`src/rtl/lstm_seq_ctrl.sv`:
```
// Sequencer around the combinational LSTM cell: drives X/c/h from registers, captures the cell result once per step.
// Latency: x handshake to h_valid is SETTLE_CYCLES+1 cycles; minimum step period is SETTLE_CYCLES+2 cycles.
// Backpressure: h_ready low holds the beat (h_data/c_data/h_last stable) and keeps x_ready low.
module lstm_seq_ctrl #(
    parameter int DATA_WIDTH    = 16,
    parameter int FRACT_WIDTH   = 8,
    parameter int SEQ_LEN_WIDTH = 8,
    parameter int SETTLE_CYCLES = 2
) (
    input  logic                     clk,
    input  logic                     rst,
    input  logic                     start,
    input  logic [SEQ_LEN_WIDTH-1:0] seq_len,
    input  logic                     x_valid,
    output logic                     x_ready,
    input  logic [DATA_WIDTH-1:0]    x_data,
    output logic [DATA_WIDTH-1:0]    cell_x,
    output logic [DATA_WIDTH-1:0]    cell_c_in,
    output logic [DATA_WIDTH-1:0]    cell_h_in,
    input  logic [DATA_WIDTH-1:0]    cell_c_out,
    input  logic [DATA_WIDTH-1:0]    cell_h_out,
    output logic                     h_valid,
    input  logic                     h_ready,
    output logic [DATA_WIDTH-1:0]    h_data,
    output logic [DATA_WIDTH-1:0]    c_data,
    output logic                     h_last,
    output logic [SEQ_LEN_WIDTH-1:0] step_idx,
    output logic                     busy,
    output logic                     done
);

    localparam int                       CNT_W    = $clog2(SETTLE_CYCLES + 1);
    localparam logic [CNT_W-1:0]         CNT_INIT = CNT_W'(SETTLE_CYCLES);
    localparam logic [CNT_W-1:0]         CNT_ONE  = CNT_W'(1);
    localparam logic [SEQ_LEN_WIDTH-1:0] LEN_ONE  = SEQ_LEN_WIDTH'(1);

    // The cell's Q format must leave at least one integer bit, and the cell needs at least one settle cycle.
    if (SETTLE_CYCLES < 1 || FRACT_WIDTH >= DATA_WIDTH) begin : g_param_check
        $error("lstm_seq_ctrl: SETTLE_CYCLES must be >=1 and FRACT_WIDTH < DATA_WIDTH");
    end

    typedef enum logic [1:0] {
        S_IDLE   = 2'd0,
        S_WAIT_X = 2'd1,
        S_SETTLE = 2'd2,
        S_EMIT   = 2'd3
    } state_t;

    state_t                   r_state;
    state_t                   w_state_nxt;
    logic [DATA_WIDTH-1:0]    r_x;
    logic [DATA_WIDTH-1:0]    r_c;
    logic [DATA_WIDTH-1:0]    r_h;
    logic [DATA_WIDTH-1:0]    r_h_data;
    logic [DATA_WIDTH-1:0]    r_c_data;
    logic [SEQ_LEN_WIDTH-1:0] r_step;
    logic [SEQ_LEN_WIDTH-1:0] r_len;
    logic [CNT_W-1:0]         r_cnt;
    logic                     r_done;
    logic                     w_last;
    logic                     w_x_ready;
    logic                     w_h_valid;
    logic                     w_busy;

    // Final step of the sequence; only meaningful while a non-zero length is loaded.
    assign w_last = (r_step == (r_len - LEN_ONE));

    // State register.
    always_ff @(posedge clk or posedge rst) begin
        if (rst) begin
            r_state <= S_IDLE;
        end else begin
            r_state <= w_state_nxt;
        end
    end

    // Next-state and stream handshake outputs, all decoded from the registered state.
    always_comb begin
        w_state_nxt = r_state;
        w_x_ready   = 1'b0;
        w_h_valid   = 1'b0;
        w_busy      = 1'b1;
        unique case (r_state)
            S_IDLE: begin
                w_busy = 1'b0;
                if (start && (seq_len != '0)) begin
                    w_state_nxt = S_WAIT_X;
                end
            end
            S_WAIT_X: begin
                w_x_ready = 1'b1;
                if (x_valid) begin
                    w_state_nxt = S_SETTLE;
                end
            end
            S_SETTLE: begin
                if (r_cnt == CNT_ONE) begin
                    w_state_nxt = S_EMIT;
                end
            end
            S_EMIT: begin
                w_h_valid = 1'b1;
                if (h_ready) begin
                    w_state_nxt = w_last ? S_IDLE : S_WAIT_X;
                end
            end
            default: begin
                w_state_nxt = S_IDLE;
            end
        endcase
    end

    // Datapath: sample X, count settle time, capture the cell result, advance the step index.
    always_ff @(posedge clk or posedge rst) begin
        if (rst) begin
            r_x      <= '0;
            r_c      <= '0;
            r_h      <= '0;
            r_h_data <= '0;
            r_c_data <= '0;
            r_step   <= '0;
            r_len    <= '0;
            r_cnt    <= '0;
            r_done   <= 1'b0;
        end else begin
            r_done <= 1'b0;
            unique case (r_state)
                S_IDLE: begin
                    if (start) begin
                        r_len  <= seq_len;
                        r_c    <= '0;
                        r_h    <= '0;
                        r_step <= '0;
                        // An empty sequence completes immediately without touching the stream.
                        if (seq_len == '0) begin
                            r_done <= 1'b1;
                        end
                    end
                end
                S_WAIT_X: begin
                    if (x_valid) begin
                        r_x   <= x_data;
                        r_cnt <= CNT_INIT;
                    end
                end
                S_SETTLE: begin
                    r_cnt <= r_cnt - CNT_ONE;
                    if (r_cnt == CNT_ONE) begin
                        r_c      <= cell_c_out;
                        r_h      <= cell_h_out;
                        r_c_data <= cell_c_out;
                        r_h_data <= cell_h_out;
                    end
                end
                S_EMIT: begin
                    if (h_ready) begin
                        if (w_last) begin
                            r_done <= 1'b1;
                            r_step <= '0;
                        end else begin
                            r_step <= r_step + LEN_ONE;
                        end
                    end
                end
                default: begin
                end
            endcase
        end
    end

    assign cell_x    = r_x;
    assign cell_c_in = r_c;
    assign cell_h_in = r_h;
    assign x_ready   = w_x_ready;
    assign h_valid   = w_h_valid;
    assign h_data    = r_h_data;
    assign c_data    = r_c_data;
    assign h_last    = w_h_valid && w_last;
    assign step_idx  = r_step;
    assign busy      = w_busy;
    assign done      = r_done;

endmodule

```
`config.mk`:
```
export PLATFORM = sky130hd
export DESIGN_NAME = lstm_seq_ctrl
export DESIGN_NICKNAME = d
export VERILOG_FILES = /design/src/rtl/lstm_seq_ctrl.sv
export SDC_FILE = /design/constraint.sdc
export NUM_CORES = 1
export LEC_CHECK = 0
export ABC_CLOCK_PERIOD_IN_PS = 3350
export BUFFER_PORTS_ARGS = -buffer_cell sky130_fd_sc_hd__buf_2
export CAP_MARGIN = 40
export CELL_PAD_IN_SITES_DETAIL_PLACEMENT = 0
export CELL_PAD_IN_SITES_GLOBAL_PLACEMENT = 1
export CORE_MARGIN = 2
export CORE_UTILIZATION = 35
export DETAILED_ROUTE_END_ITERATION = 6
export GPL_TIMING_DRIVEN = 1
export PLACE_DENSITY_LB_ADDON = 0.15
export SYNTH_ARGS = -nofsm -noshare
export SYNTH_HDL_FRONTEND = slang
export SYNTH_SLANG_ARGS = --single-unit
```
`constraint.sdc`:
```
create_clock -name clk -period 3.35 [get_ports clk]
set_input_delay 0.5025 -clock clk [delete_from_list [all_inputs] [get_ports clk]]
set_output_delay 0.5025 -clock clk [all_outputs]
set_load 0.01 [all_outputs]
```
==> metrics.yaml <==
run_status:
  status: "finished, final reports clean"
synth:
  yosysWarnings: 0
  ys_seq_area_share_pct: 55.43
  synth_nets: 457
  synth_edf_count: 0
  avgSynthCellArea_um2: 11.72
  syn_inst: 389
  synth.area.top_cells: "dfrtp_1 (55%), mux2_2 (14%), a22o_1 (6.1%), nand2_1 (3.1%), inv_1 (2.6%)"
  synth-xor-area-share_pct: 2.497
  synthSimpleGateAreaFrac_pct: 8.068
  synth_largest_area_cell: "dfrtp_1"
  synth_compound_area_share_pct: 13.42
  synthArstFlopShare_pct: 100.0
  synth.top_cell.area_share_pct: 55.43
  syn_area_um2: 4559
  ys_ff_latch: 101
  ys.flop_type: "dfrtp_1"
  synth_cell_types: 43
  synth_top_family_by_area: "multiplexers"
  synth_mux_area_share_pct: 14.38
  synthAdderAreaFrac_pct: 1.921
worst_setup_path:
  r2r_setup_slack_ns: 1.09
  crit_fanout: 6
  crit_type: "flip-flop to output pin"
  cp.arrival_ns: 2.20
  worst-path-buf-inv: 1
  max_stage_delay_ns: 0.44
  worstPathRequired_ns: 2.85
  worstPathCellList: "nor3_2 > nand3b_1 > xor2_1 > mux2_1 > and3_1 > buf_2"
  r2r_end: "cell_c_in[12]$_DFFE_PP0P_"
  crit_path_end: "h_last"
  rr_worst_depth: 7
  crit_path_start_kind: "flip-flop"
  cp.depth: 6
  crit_path_top_delay_cell: "dfrtp_1"
  timing.rr.start: "r_state[0]$_DFFE_PP0P_"
  worst_setup_path_end_kind: "output pin"
  crit_path_start: "r_len[2]$_DFFE_PP0P_"
  cp_top_family: "simple AND/OR/NAND/NOR gates"
placement:
  portBuffers: 153
  gp_congestion: 0.7211
  dp_hpwl_um: 7893
clock_network:
  cts_buffers: 9
  insertion_delay_ns: 0.35
  clockBufferDepth: 2
  clkTransAtPathRegs_ns: 0.07
  ctsResizeCount: 0
  cts_sinks: 101
  post_cts_buffers: 0
  htreeDepth: 3
  cts_root_buffer: "clkbuf_16"
  cts_hold_buf: 0
  cts_tree: "done"
cells_and_area:
  drive_gt1_share_pct: 44.51
  num_antenna_cells: 0
  layout_common_cells: "buf_2 (153), dfrtp_1 (101), mux2_2 (56)"
  layout.nets: 611
  areaGrowthSynthToFinish_pct: 28.40
  final_common_cell: "buf_2"
sta:
  finalSetupViolations: 0
  tns_ns: 0
  fmax_mhz: 370.0
  max-slew-margin-rel_pct: 48.52
  finalHoldViolCount: 0
  fin_worst_skew_ns: 0.005390
  drv_slew: 0
  final.period_utilization_pct: 80.68
  worst_slew_pin_slew_ns: 0.7723
  rsz0062_at_grt: "no"
  period_needed_ns: 2.703
routing:
  routedWlPerCell_um: 15.45
  first_iter_violations: 179
  dr.pass1.iters: 4
  drcViolationCount: 0
  routed_wl_um: 11090
  via_per_inst: 4.804
  final_antenna_net_count: 0
  vias: 3449
grt:
  grt_pass1_vias: 3430
  grt_max_degree: 64
  grt.overflow.total: 0
  antenna_found_initial: 0
  grt_usage_pct: 16.55
  grt_pass1_wl_um: 18320
floorplan:
  chipWidth_um: 118.1
  die_y_um: 118.1
  io_pins: 154
  initial_core_util_pct: 35.98
  rows: 41
  coreArea_um2: 12670
  dieArea_um2: 13960
power_and_ir_drop:
  internal_power_mw: 3.490
  power.net_switching_mw: 2.019
  finalPower_mw: 5.509
  p_sw_share_pct: 36.64
  p_clk_share_pct: 20.4
  leakage_nw: 2.845
  ir_drop_mv: 0.3899
  seq_power_share_pct: 38.7
  pwr_density_cell_nw_per_um2: 941.0
  p_comb_share_pct: 41.0
worst_hold_path:
  hold_path.class: "primary input to asynchronous set/reset pin"
flow_run:
  drv_cap: 0
worst min-delay path by stage:
| stage | startpoint | to | slack, ns | cells after the start |
|---|---|---|---|---|
| floorplan | r_cnt[0]$_DFFE_PP0P_ | r_cnt[0]$_DFFE_PP0P_ | 0.46 | 1 |
| global placement | cell_c_in[10]$_DFFE_PP0P_ | cell_c_in[10]$_DFFE_PP0P_ | 0.48 | 1 |
| detailed placement | cell_c_in[10]$_DFFE_PP0P_ | cell_c_in[10]$_DFFE_PP0P_ | 0.48 | 1 |
| CTS | rst | cell_x[7]$_DFFE_PP0P_ | 0.33 | 2 |
| global route | rst | cell_x[15]$_DFFE_PP0P_ | 0.34 | 2 |
| finish | rst | cell_x[15]$_DFFE_PP0P_ | 0.28 | 2 |
cell families (layout without fill, tap and decap cells):
logic type / after synthesis / in the layout
buffers and inverters: 49 / 206
muxes: 58 / 58
adders and majority gates: 7 / 7
AOI/OAI and AO/OA: 85 / 85
and+or+nand+nor: 76 / 76
xor gates and xnor gates: 13 / 13
DFF: 101 / 101
registers in the layout, summed over array words and instances, names as in the netlist:
| register | count |
|---|---|
| r_state | 2 |
| cell_h_in | 16 |
| done | 1 |
| h_data | 16 |
| c_data | 16 |
| r_len | 8 |
| step_idx | 8 |
| cell_c_in | 16 |
| cell_x | 16 |
| r_cnt | 2 |
Yosys cell counts, types with 2 or more instances:
master and number:
o211ai_2 2, dfrtp_1 101, a21oi_1 9, clkbuf_1 8, xnor2_1 6, inv_1 32, or3_1 3, o21ai_1 9
nand2_1 38, nor2_1 8, nand2b_1 6, or4_1 2, nand4_1 2, a22o_1 32, o2111ai_1 2, xor2_1 7
o22ai_1 2, buf_2 9, ha_1 7, mux2_2 56, o21ai_0 20, nor3_1 3, nand3_1 5
per-stage QoR:
stage | cells | cell area [µm²] | setup WS, ns | hold slack (ns) | util (%)
after floorplan | 389 | 4559 | 0.2004 | 0.4634 | -
after global placement | 703 | 5527 | 0.9590 | 0.4795 | 43.62
after detailed placement | 704 | 5542 | 1.028 | 0.4840 | 43.73
after CTS | 718 | 5854 | 0.6359 | 0.3257 | 46.20
after global routing | 718 | 5854 | 0.4680 | 0.3408 | 46.20
final | 718 | 5854 | 0.6474 | 0.2765 | 46.20
cell type report:
cell class	count	area (µm²)
Tap cell	172	215.2
Fill cell	1239	6817
Multi-Input combinational cell	239	1851
Clock inverter	4	73.82
Timing Repair Buffer	160	825.8
Sequential cell	101	2527
Clock buffer	10	239.0
Inverter	32	122.6
power by group through the flow:
stage	sequential (mW)	clock, mW	combinational (mW)
floorplan	2.32	0	1.24
finish	2.13	1.12	2.26
detailed placement	2.16	0	2.29
global placement	2.12	0	2.26
CTS	2.14	1.16	2.30
global route	2.21	1.21	2.50
worst register-to-register path: stages, from the launching register on:
cell and delay [ns]:
dfrtp_1 0.43, inv_1 0.09, ha_1 0.30, nand2_2 0.22, a21boi_4 0.23, buf_4 0.33, nand2b_1 0.39, a22o_1 0.21
metal layers:
metal | global-route usage, % | vias to the layer above | wire (µm)
met2 | 24.96 | 108 | 5020
met3 | 4.006 | 10 | 684
met1 | 22.99 | 1665 | 5216
met4 | 6.325 | 0 | 171
li1 | - | 1666 | -
met5 | 0 | - | 0
No activity file was read; power rests on OpenSTA's default activity.
